`src/rtl/multicycle_cpu_pkg.sv`:
```
// Shared encodings for the multi-cycle MIPS-subset core: FSM states,
// opcode/funct constants, ALU operation selects and the legality decoder.
package multicycle_cpu_pkg;

  typedef enum logic [2:0] {
    S_IDLE, S_FETCH, S_DECODE, S_EXEC, S_MEM, S_WB, S_HALT
  } state_t;

  localparam logic [5:0] OP_RTYPE = 6'h00;
  localparam logic [5:0] OP_J     = 6'h02;
  localparam logic [5:0] OP_BEQ   = 6'h04;
  localparam logic [5:0] OP_BNE   = 6'h05;
  localparam logic [5:0] OP_ADDI  = 6'h08;
  localparam logic [5:0] OP_ANDI  = 6'h0C;
  localparam logic [5:0] OP_ORI   = 6'h0D;
  localparam logic [5:0] OP_LUI   = 6'h0F;
  localparam logic [5:0] OP_LW    = 6'h23;
  localparam logic [5:0] OP_SW    = 6'h2B;
  localparam logic [5:0] OP_HALT  = 6'h3F;

  localparam logic [5:0] FN_ADD = 6'h20;
  localparam logic [5:0] FN_SUB = 6'h22;
  localparam logic [5:0] FN_AND = 6'h24;
  localparam logic [5:0] FN_OR  = 6'h25;
  localparam logic [5:0] FN_SLT = 6'h2A;

  typedef enum logic [2:0] {
    ALU_ADD, ALU_SUB, ALU_AND, ALU_OR, ALU_SLT, ALU_PASS_B
  } alu_op_t;

  // HALT (0x3F) is handled separately and is not reported as legal here.
  function automatic logic is_legal(input logic [5:0] op, input logic [5:0] fn);
    case (op)
      OP_RTYPE: return fn inside {FN_ADD, FN_SUB, FN_AND, FN_OR, FN_SLT};
      OP_J, OP_BEQ, OP_BNE, OP_ADDI, OP_ANDI,
      OP_ORI, OP_LUI, OP_LW, OP_SW: return 1'b1;
      default: return 1'b0;
    endcase
  endfunction

endpackage

```
`src/rtl/multicycle_cpu_if.sv`:
```
// Unified instruction/data memory port with a req/ready handshake.
interface multicycle_cpu_if #(
  parameter int DATA_W = 32,
  parameter int ADDR_W = 32
);
  logic              mem_req;
  logic              mem_we;
  logic [ADDR_W-1:0] mem_addr;
  logic [DATA_W-1:0] mem_wdata;
  logic [DATA_W-1:0] mem_rdata;
  logic              mem_ready;

  modport master (output mem_req, mem_we, mem_addr, mem_wdata,
                  input  mem_rdata, mem_ready);
  modport slave  (input  mem_req, mem_we, mem_addr, mem_wdata,
                  output mem_rdata, mem_ready);
endinterface

```
`src/rtl/multicycle_cpu_regfile.sv`:
```
// GPR file: two asynchronous read ports, one synchronous write port,
// r0 and unimplemented indices read as zero, asynchronous active-low clear.
module mc_regfile #(
  parameter int DATA_W   = 32,
  parameter int NUM_REGS = 32
) (
  input  logic              clk,
  input  logic              rst,
  input  logic              we,
  input  logic [4:0]        waddr,
  input  logic [DATA_W-1:0] wdata,
  input  logic [4:0]        raddr_a,
  input  logic [4:0]        raddr_b,
  output logic [DATA_W-1:0] rdata_a,
  output logic [DATA_W-1:0] rdata_b
);
  localparam int IDX_W = $clog2(NUM_REGS);

  logic [DATA_W-1:0] regs [NUM_REGS];

  function automatic logic in_range(input logic [4:0] idx);
    return (idx != 5'd0) && (32'(idx) < NUM_REGS);
  endfunction

  assign rdata_a = in_range(raddr_a) ? regs[raddr_a[IDX_W-1:0]] : '0;
  assign rdata_b = in_range(raddr_b) ? regs[raddr_b[IDX_W-1:0]] : '0;

  always_ff @(posedge clk or negedge rst) begin
    if (!rst) begin
      for (int i = 0; i < NUM_REGS; i++) regs[i] <= '0;
    end else if (we && in_range(waddr)) begin
      regs[waddr[IDX_W-1:0]] <= wdata;
    end
  end
endmodule

```
`src/rtl/multicycle_cpu.sv`:
```
// Multi-cycle MIPS-subset core: FETCH/DECODE/EXEC/MEM/WB sequencer on a
// single wait-stated memory port, with run/halt control and retire counter.
module multicycle_cpu
  import multicycle_cpu_pkg::*;
#(
  parameter int                DATA_W   = 32,
  parameter int                ADDR_W   = 32,
  parameter int                NUM_REGS = 32,
  parameter logic [ADDR_W-1:0] RESET_PC = '0,
  parameter int                CNT_W    = 32
) (
  input  logic               clk,
  input  logic               rst,
  input  logic               run,
  multicycle_cpu_if.master   mem,
  output logic               halted,
  output logic               illegal,
  output logic [CNT_W-1:0]   retired,
  output logic [ADDR_W-1:0]  pc_dbg
);
  state_t                   state, state_n;
  logic [ADDR_W-1:0]        pc, target;
  logic [31:0]              ir;
  logic signed [DATA_W-1:0] a_reg, b_reg, alu_b;
  logic [DATA_W-1:0]        alu_out, mdr;
  logic [CNT_W-1:0]         retired_q;
  logic                     illegal_q, retire, set_illegal;
  alu_op_t                  alu_op;

  logic [5:0]  opcode, funct;
  logic [4:0]  rs, rt, rd, rf_waddr;
  logic [15:0] imm;
  logic [DATA_W-1:0] rf_rdata_a, rf_rdata_b, rf_wdata;
  logic              rf_we, br_taken;
  logic [ADDR_W-1:0] br_off, jump_target;

  assign opcode = ir[31:26];
  assign rs     = ir[25:21];
  assign rt     = ir[20:16];
  assign rd     = ir[15:11];
  assign funct  = ir[5:0];
  assign imm    = ir[15:0];

  assign br_off      = ADDR_W'(signed'({imm, 2'b00}));
  // Keep PC bits above 27 (if any) and splice in the 26-bit word index.
  assign jump_target = (pc & ~ADDR_W'(28'hFFF_FFFF)) | ADDR_W'({ir[25:0], 2'b00});
  assign br_taken    = (a_reg == b_reg) ^ (opcode == OP_BNE);

  assign rf_waddr = (opcode == OP_RTYPE) ? rd : rt;
  assign rf_wdata = (opcode == OP_LW) ? mdr : alu_out;

  function automatic logic [DATA_W-1:0] alu_fn(input alu_op_t op,
                                                input logic signed [DATA_W-1:0] x,
                                                input logic signed [DATA_W-1:0] y);
    case (op)
      ALU_SUB:    return x - y;
      ALU_AND:    return x & y;
      ALU_OR:     return x | y;
      ALU_SLT:    return (x < y) ? DATA_W'(1) : '0;
      ALU_PASS_B: return y;
      default:    return x + y;
    endcase
  endfunction

  always_comb begin
    alu_op = ALU_ADD;
    alu_b  = DATA_W'(signed'(imm));
    case (opcode)
      OP_RTYPE: begin
        alu_b = b_reg;
        case (funct)
          FN_SUB:  alu_op = ALU_SUB;
          FN_AND:  alu_op = ALU_AND;
          FN_OR:   alu_op = ALU_OR;
          FN_SLT:  alu_op = ALU_SLT;
          default: alu_op = ALU_ADD;
        endcase
      end
      OP_ANDI: begin alu_op = ALU_AND;    alu_b = DATA_W'(imm);          end
      OP_ORI:  begin alu_op = ALU_OR;     alu_b = DATA_W'(imm);          end
      OP_LUI:  begin alu_op = ALU_PASS_B; alu_b = DATA_W'({imm, 16'h0}); end
      default: ;
    endcase
  end

  mc_regfile #(.DATA_W(DATA_W), .NUM_REGS(NUM_REGS)) u_rf (
    .clk(clk), .rst(rst), .we(rf_we), .waddr(rf_waddr), .wdata(rf_wdata),
    .raddr_a(rs), .raddr_b(rt), .rdata_a(rf_rdata_a), .rdata_b(rf_rdata_b)
  );

  always_ff @(posedge clk or negedge rst) begin
    if (!rst) state <= S_IDLE;
    else      state <= state_n;
  end

  // Memory outputs decode straight from held registers, so they stay stable across waits.
  always_comb begin
    state_n       = state;
    retire        = 1'b0;
    set_illegal   = 1'b0;
    rf_we         = 1'b0;
    mem.mem_req   = 1'b0;
    mem.mem_we    = 1'b0;
    mem.mem_addr  = '0;
    mem.mem_wdata = '0;
    case (state)
      S_IDLE: if (run) state_n = S_FETCH;
      S_FETCH: begin
        mem.mem_req  = 1'b1;
        mem.mem_addr = pc;
        if (mem.mem_ready) state_n = S_DECODE;
      end
      S_DECODE: begin
        if (opcode == OP_HALT) begin
          retire  = 1'b1;
          state_n = S_HALT;
        end else if (!is_legal(opcode, funct)) begin
          set_illegal = 1'b1;
          state_n     = S_HALT;
        end else begin
          state_n = S_EXEC;
        end
      end
      S_EXEC: begin
        case (opcode)
          OP_LW, OP_SW:         state_n = S_MEM;
          OP_BEQ, OP_BNE, OP_J: begin retire = 1'b1; state_n = S_FETCH; end
          default:              state_n = S_WB;
        endcase
      end
      S_MEM: begin
        mem.mem_req  = 1'b1;
        mem.mem_addr = alu_out[ADDR_W-1:0];
        if (opcode == OP_SW) begin
          mem.mem_we    = 1'b1;
          mem.mem_wdata = b_reg;
        end
        if (mem.mem_ready) begin
          retire  = (opcode == OP_SW);
          state_n = (opcode == OP_SW) ? S_FETCH : S_WB;
        end
      end
      S_WB: begin
        rf_we   = 1'b1;
        retire  = 1'b1;
        state_n = S_FETCH;
      end
      default: state_n = S_HALT;
    endcase
  end

  always_ff @(posedge clk or negedge rst) begin
    if (!rst) begin
      pc        <= RESET_PC;
      ir        <= '0;
      a_reg     <= '0;
      b_reg     <= '0;
      target    <= '0;
      alu_out   <= '0;
      mdr       <= '0;
      retired_q <= '0;
      illegal_q <= 1'b0;
    end else begin
      if (state == S_FETCH && mem.mem_ready) begin
        ir <= mem.mem_rdata[31:0];
        pc <= pc + ADDR_W'(4);
      end
      if (state == S_DECODE) begin
        a_reg  <= rf_rdata_a;
        b_reg  <= rf_rdata_b;
        target <= pc + br_off;
      end
      if (state == S_EXEC) begin
        alu_out <= alu_fn(alu_op, a_reg, alu_b);
        if (opcode == OP_J)                                         pc <= jump_target;
        else if ((opcode == OP_BEQ || opcode == OP_BNE) && br_taken) pc <= target;
      end
      if (state == S_MEM && mem.mem_ready && opcode == OP_LW) mdr <= mem.mem_rdata;
      if (retire)      retired_q <= retired_q + CNT_W'(1);
      if (set_illegal) illegal_q <= 1'b1;
    end
  end

  assign halted  = (state == S_HALT);
  assign illegal = illegal_q;
  assign retired = retired_q;
  assign pc_dbg  = pc;
endmodule

```
`src/flat_wrapper.sv`:
```
// flat-port wrapper written by rule: the top's interface ports become plain ports
module multicycle_cpu_flat import multicycle_cpu_pkg::*;
#(
  parameter int                DATA_W   = 32,
  parameter int                ADDR_W   = 32,
  parameter int                NUM_REGS = 32,
  parameter logic [ADDR_W-1:0] RESET_PC = '0,
  parameter int                CNT_W    = 32
)
  (clk, rst, run, halted, illegal, retired, pc_dbg, mem_mem_req, mem_mem_we, mem_mem_addr, mem_mem_wdata, mem_mem_rdata, mem_mem_ready);
  multicycle_cpu_if #(.DATA_W(DATA_W), .ADDR_W(ADDR_W)) mem_i ();
  input  logic clk;
  input  logic rst;
  input  logic run;
  output logic halted;
  output logic illegal;
  output logic [CNT_W-1:0] retired;
  output logic [ADDR_W-1:0] pc_dbg;
  output wire logic [$bits(mem_i.mem_req)-1:0] mem_mem_req;
  output wire logic [$bits(mem_i.mem_we)-1:0] mem_mem_we;
  output wire logic [$bits(mem_i.mem_addr)-1:0] mem_mem_addr;
  output wire logic [$bits(mem_i.mem_wdata)-1:0] mem_mem_wdata;
  input wire logic [$bits(mem_i.mem_rdata)-1:0] mem_mem_rdata;
  input wire logic [$bits(mem_i.mem_ready)-1:0] mem_mem_ready;
  assign mem_mem_req = mem_i.mem_req;
  assign mem_mem_we = mem_i.mem_we;
  assign mem_mem_addr = mem_i.mem_addr;
  assign mem_mem_wdata = mem_i.mem_wdata;
  assign mem_i.mem_rdata = mem_mem_rdata;
  assign mem_i.mem_ready = mem_mem_ready;
  multicycle_cpu #(.DATA_W(DATA_W), .ADDR_W(ADDR_W), .NUM_REGS(NUM_REGS), .RESET_PC(RESET_PC), .CNT_W(CNT_W)) u_core (.clk(clk), .rst(rst), .run(run), .mem(mem_i), .halted(halted), .illegal(illegal), .retired(retired), .pc_dbg(pc_dbg));
endmodule
```
`config.mk`:
```
export PLATFORM = sky130hd
export DESIGN_NAME = multicycle_cpu_flat
export DESIGN_NICKNAME = d
export VERILOG_FILES = /design/src/rtl/multicycle_cpu_pkg.sv /design/src/rtl/multicycle_cpu_if.sv /design/src/rtl/multicycle_cpu_regfile.sv /design/src/rtl/multicycle_cpu.sv /design/src/flat_wrapper.sv
export SDC_FILE = /design/constraint.sdc
export NUM_CORES = 2
export LEC_CHECK = 0
export BUFFER_PORTS_ARGS = -buffer_cell sky130_fd_sc_hd__buf_2
export CORE_ASPECT_RATIO = 1.5
export CORE_UTILIZATION = 55
export CTS_BUF_LIST = sky130_fd_sc_hd__clkbuf_2 sky130_fd_sc_hd__clkbuf_4 sky130_fd_sc_hd__clkbuf_8
export DETAILED_ROUTE_END_ITERATION = 8
export HOLD_SLACK_MARGIN = 0.1
export PLACE_DENSITY = 0.71
export SLEW_MARGIN = 5
export SYNTH_ARGS = -nofsm -noshare
export SYNTH_HDL_FRONTEND = slang
export SYNTH_SLANG_ARGS = --single-unit
```
`constraint.sdc`:
```
create_clock -name clk -period 8.3 [get_ports clk]
set_input_delay 0 -clock clk [delete_from_list [all_inputs] [get_ports clk]]
set_output_delay 0 -clock clk [all_outputs]
set_load 0.01 [all_outputs]
```
* Yosys cells after proc, flatten, opt, wreduce, memory -nomap -nowiden
Cells that the tools add are included.
Storage, ports and cells: bits of input ports 36, register bits 1284, logic and storage cells 155, output and inout port bits 132
Cells by class: order comparisons 5, $add $sub $neg 5, eq/ne operators 30, mux-type cells 47, bitwise gates (word level) 7, reductions and logical operators 19
Operator list (number):
- bitwise mux 1024 bit | 1
- two-way mux 32 bit | 14
- binary-select mux 32 bit (select 5 bit) | 2
- demux 32 bit (select 5 bit) | 1
- one-hot mux 32 bit (5 select lines) | 1
- one-hot mux 32 bit (3 select lines) | 1
- adder 32 bit | 2
- one-hot mux 32 bit (2 select lines) | 1
- equality test 6 bit (second input constant) | 8
- adder 32 x 1 -> 32 bit (second input constant) | 1
- adder 32 x 3 -> 32 bit (second input constant) | 1
- AND 32 bit | 1
- equality test 32 bit | 1
- < comparator 32 bit | 1
- OR 32 x 28 -> 32 bit | 1
- OR 32 bit | 1
- subtractor 32 bit | 1
- equality test 6 x 4 -> 1 bit (second input constant) | 4
- one-hot mux 3 bit (4 select lines) | 2
- nonzero test 5 bit | 4
- >= comparator 6 bit (second input constant) | 3
- two-way mux 3 bit | 6
- inverter 5 -> 6 bit | 3
- one-hot mux 3 bit (6 select lines) | 1
- other kinds (21) | 51

* Longest topological paths before layout
depth after elaboration 8, depth in mapped cells 21

* By module
A second synthesis with hierarchy kept.
Second synthesis, totals: cell total of the unflattened synthesis 5779, area total of the unflattened synthesis 73722.0 sq um
Modules (own cells, without submodules):
- mc_regfile | cells each 3613, area each 54910.2 sq um, sequential area each 25624.6 sq um, instances 1
- multicycle_cpu | cells each 2166, area each 18811.8 sq um, sequential area each 6506.2 sq um, instances 1

* Least setup slack after synthesis
OpenSTA, ideal clock, no wires.
kind register -> register, from reg u_core.ir[26], to reg u_core.alu_out[31], path slack 3.308 ns, clock period less this slack 4.992 ns, data arrival time 4.927 ns, cell stages (with the launch flop) 21, library setup time 0.065 ns, path through dfrtp_1 -> buf_2 -> or3_4 -> nor2_1 -> buf_4 -> clkbuf_1 -> buf_1 -> buf_1 -> a22o_1 -> inv_1 -> ha_1 -> o21ba_1 -> a2111oi_4 -> o22ai_2 -> o2111a_2 -> o31ai_4 -> a2111oi_4 -> o31ai_2 -> a21oi_1 -> a211oi_1 -> o22a_1
On the way: word-level cells in the longest chain between the ends 5, elaborated cells between the ends (all ways) 17
RTL lines:
- start, declared | RTL line multicycle_cpu.sv:23 | logic [31:0] ir;
- start signal, assigned | RTL line multicycle_cpu.sv:165 | ir <= mem.mem_rdata[31:0];
- equality test 6 x 4 -> 1 bit | RTL line multicycle_cpu.sv:68 | case (opcode)
- OR reduction 2 bit (no source line)
- one-hot mux 32 bit (3 select lines) | RTL line multicycle_cpu.sv:68
- adder 32 bit (tied with other cells) | RTL line multicycle_cpu.sv:61 | default: return x + y;
- one-hot mux 32 bit (5 select lines) * | RTL line multicycle_cpu.sv:55 | case (op)
- end signal, assigned | RTL line multicycle_cpu.sv:174 | alu_out <= alu_fn(alu_op, a_reg, alu_b);
- end, declared | RTL line multicycle_cpu.sv:25 | logic [DATA_W-1:0] alu_out, mdr;
Every way passes the cells marked *; elsewhere a longest branch is shown, timed or not. A chain may end at the register's enable or synchronous reset.

* Worst setup path after layout
from reg u_core.ir[29], to reg u_core.alu_out[29]
The elaborated chain is that of the path after synthesis.

==> summary.md <==
| Metric | Value |
|---|---|
| PwrDens | 418 nW/um^2 |
| R2R Setup Slk | 2340 ps |
| Largest cells by area after synthesis | dfrtp_1 (46%), mux4_2 (20%), o21ai_0 (4.7%) |
| WL/cell | 28.0 microns |
| DRC viols | 0 |
| Worst hold path type | input port to flip-flop |
| Mapped Nets | 6549 |
| Syn Inst Count | 6381 |
| Largest family of logic cells by synthesized area | multiplexers |
| Seq pwr share | 34.4% |
| Postcts setup bufs | 0 |
| Die area | 129000 sq um |
| Register bank with the most flops | u_core.u_rf.regs |
| CP endpoint kind | flip-flop |
| Post-synthesis adder-cell area fraction | 2.38% |
| Layout cells sized above 1 | 22.8% |
| Post-synthesis sequential area ratio | 45.8% |
| Yosys reg bits | 1284 |
| Logic pwr share | 47.9% |
| Pleak | 0.0340 uW |
| Internal | 18400 uW |
| Crit Reg-Reg Endpoint | u_core.alu_out[29]$_DFFE_PN0P_ |
| Worst r2r path cells | 18 |
| PortBufs | 167 |
| Total GRT Usage | 36.3% |
| Non-Filler Instances | 8189 |
| Worst r2r src | u_core.ir[29]$_DFFE_PN0P_ |
| Leading area contributor after synthesis | dfrtp_1 |
| Via-per-instance ratio | 6.61 |
| Root buffer cell | clkbuf_8 |
| Number of global-route vias before repair | 54600 |
| Post-synth ARST share | 100% |
| Status | completed |
| Multi-input gate area | 35600 sq um |
| Worst Hold Depth | 6 |
| Hpwl dp | 141000 microns |
| Sw Pwr | 13900 uW |
| Max FFs per register | 1024 |
| Setup TNS Final | 0 ps |
| Netlist Area Pre-Place | 70200 sq um |
| Core ar. | 127000 sq um |
| Min-Delay Endpoint | u_core.state[1]$_DFFE_PN0P_ |
| Hold path start | mem_mem_ready |
| Fin. max-slew vios | 0 |
| Setup WS pre-CTS | 2530 ps |
| Worst-Skew Late Latency | 940 ps |
| Critical path arrival | 6770 ps |
| Ports | 168 |
| Sequential Area | 32200 sq um |
| Placed cell count | 7769 |
| Mean Syn Cell Area | 11.0 sq um |
| Fill count | 10100 |
| YS warnings | 0 |
| Starting Density | 55.4% |
| Largest net degree at the start of global routing | 180 |
| DIE WIDTH | 294 microns |
| Rel. slew slack | 17.4% |
| Design area | 77200 sq um |
| Placed Area | 72200 sq um |
| Worst path required time | 9110 ps |
| Startpoint Class | flip-flop |
| First drt pass iteration count | 6 |
| VDD IR max | 0.000247 V |
| Setup Viol. Count Final | 0 |
| Drt total wl | 230000 microns |
| Synth Area in Compound Gates | 13.6% |
| Post-synthesis mux area share | 22.5% |
| Slew @ Worst Pin | 1240 ps |
| GPL Wtd Cong | 1.02 |
| Synth-to-Final Area Change | 9.95% |
| Post-layout util | 60.9% |
| Synth unique cells | 106 |
| Peak Freq | 168 MHz |
| H-tree depth | 4 |
| First-pass GRT wire length | 345000 microns |
| TritonCTS buffer count | 188 |
| Period utilization | 71.8% |
| Via count | 54100 |
| Final Hold Fails | 0 |
| Top cell type's share of synthesized area | 45.8% |
| Worst Path Max Fanout | 18 |
| Clock buffer depth | 3 |
| Prevailing post-synth register cell | dfrtp_1 |
| Post-route ant nets | 0 |
| Drt initial violations | 5790 |
| Post-synthesis simple-gate area fraction | 9.95% |
| Switch share | 43.1% |
| Critical path type | flip-flop to flip-flop |
| Post-Synth XOR/XNOR Area | 1.77% |
| Clock Power Share | 17.7% |
| RSZ-0062 raised after global routing | no |
| EDFF count, synth | 0 |
| Final setup margin | 2340 ps |
| Die Y | 440 microns |
| Clock Skews | 40.5 ps |
| Clock slew at reported path FFs | 60 ps |
| Post-CTS sizing | 0 |
| Number of core rows | 160 |
| NumNets Final | 6496 |
| Total gr overflow | 0 |
| Post-route minimum period | 5960 ps |
| Antenna violations before repair | 9 |
| Max-Cap Viols | 0 |
| CTS tree | done |
| CTS Sinks | 1284 |
-- Yosys cell counts, types with 5 or more instances --
master     number
mux2_2        106
o31ai_1        14
nand2b_1       23
nand2_1       758
nor2_2          8
clkbuf_1      429
or3_1          11
xnor2_1        67
a221oi_1       22
mux4_2        608
o21bai_1       11
buf_6           5
dfrtp_1      1284
o32ai_1        23
nor3_1         33
a22o_1         49
and2_1         24
nor4_1         17
a211oi_1       12
nor2b_1        34
a21oi_1       566
a21o_1         22
xor2_1         75
o2111ai_1       5
a2111oi_0       6
a221o_1        17
buf_2          99
a31oi_1        15
ha_1          129
o21ai_1        69
o21a_1         16
nand4_1        21
nand3_1        40
mux2i_1        87
o211ai_1       14
buf_1          62
inv_1         113
nor2_1        580
and3_1         47
o21ai_0       664
o22ai_1        50
a22oi_1        28
-- worst max-delay path, stage by stage (launching register included) --
cell	delay, ps
dfrtp_1	570
or3_4	260
a21oi_1	80
o21ai_1	140
buf_4	270
nand2b_1	800
a22o_1	270
inv_1	70
ha_1	500
o211ai_1	140
o21ai_1	280
o211ai_1	220
a2111oi_1	1020
or3_1	310
a21oi_1	160
o21ai_0	230
xnor2_1	140
nor2_1	60
o32a_1	290
-- repair_timing --
| action | CTS | global route |
|---|---|---|
| endpoints found under the hold margin | 617 | 0 |
| hold buffers | 70 | 0 |
| setup endpoints to repair | 0 | 0 |
-- through the flow --
stage,hold slack [ps],power [uW]
finish,215,32300
global route,251,33900
CTS,134,32000
detailed placement,83.8,26300
global placement,71.6,25900
floorplan,-296,21300
-- layout by cell type (no fill, tap or decap), types with 34 or more instances in the layout --
cell type	n
a21oi_1	566
a22o_1	49
and3_1	46
buf_2	166
buf_4	109
clkbuf_4	59
clkbuf_8	238
dfrtp_1	1274
dlygate4sd3_1	69
ha_1	129
inv_1	113
mux2_2	106
mux2i_1	55
mux4_2	608
nand2_1	741
nand3_1	39
nor2_1	575
nor2b_1	34
o21ai_0	663
o21ai_1	69
o22ai_1	50
xnor2_1	67
xor2_1	75
-- power by group through the flow --
stage	clock network, uW	registers, uW	logic (uW)
5_1_grt	6000	11300	16600
2_1_floorplan	0	9880	11500
3_5_place_dp	0	11100	15200
3_3_place_gp	0	10900	15000
4_1_cts	5750	11000	15300
6_report	5710	11100	15500
-- final cells by class --
type | count | share of cell area (%)
diodes | 5 | 0.0162
multi-input cells | 4383 | 46.2
well taps | 1701 | 2.76
inverters | 115 | 0.559
clock buffers | 297 | 4.82
flip-flops and latches | 1284 | 41.7
repair buffers | 356 | 3.35
clock inverters | 48 | 0.657
-- layer usage --
layer / global-route usage, % / part of all wire (%) / vias to the layer above
met5: 0 / 0.014 / -
met4: 19.9 / 5.9 / 6
met3: 7.07 / 9.0 / 696
met2: 59.6 / 49 / 2869
met1: 45.3 / 36 / 27400
li1: - / - / 23100
-- worst max path at each step --
stage	start	slack, ps	to
3_3_place_gp	u_core.ir[28]$_DFFE_PN0P_	2530	u_core.alu_out[30]$_DFFE_PN0P_
6_report	u_core.ir[29]$_DFFE_PN0P_	2340	u_core.alu_out[29]$_DFFE_PN0P_
3_5_place_dp	u_core.ir[28]$_DFFE_PN0P_	2530	u_core.alu_out[30]$_DFFE_PN0P_
4_1_cts	u_core.ir[28]$_DFFE_PN0P_	2490	u_core.alu_out[30]$_DFFE_PN0P_
5_1_grt	u_core.ir[28]$_DFFE_PN0P_	2170	u_core.alu_out[29]$_DFFE_PN0P_
2_1_floorplan	u_core.ir[26]$_DFFE_PN0P_	3310	u_core.alu_out[31]$_DFFE_PN0P_
-- cells by family (layout without fill, tap and decap cells) --
kind of cell               count (synthesis)  after routing
and+or+nand+nor                         1642           1642
other                                      0              5
DFF                                     1284           1284
adders and majority gates                132            132
AOI/OAI and AO/OA                       1665           1665
muxes                                    802            802
buffers and inverters                    714            816
xor gates and xnor gates                 142            142
Note: power is estimated with default switching activity, not from simulation.
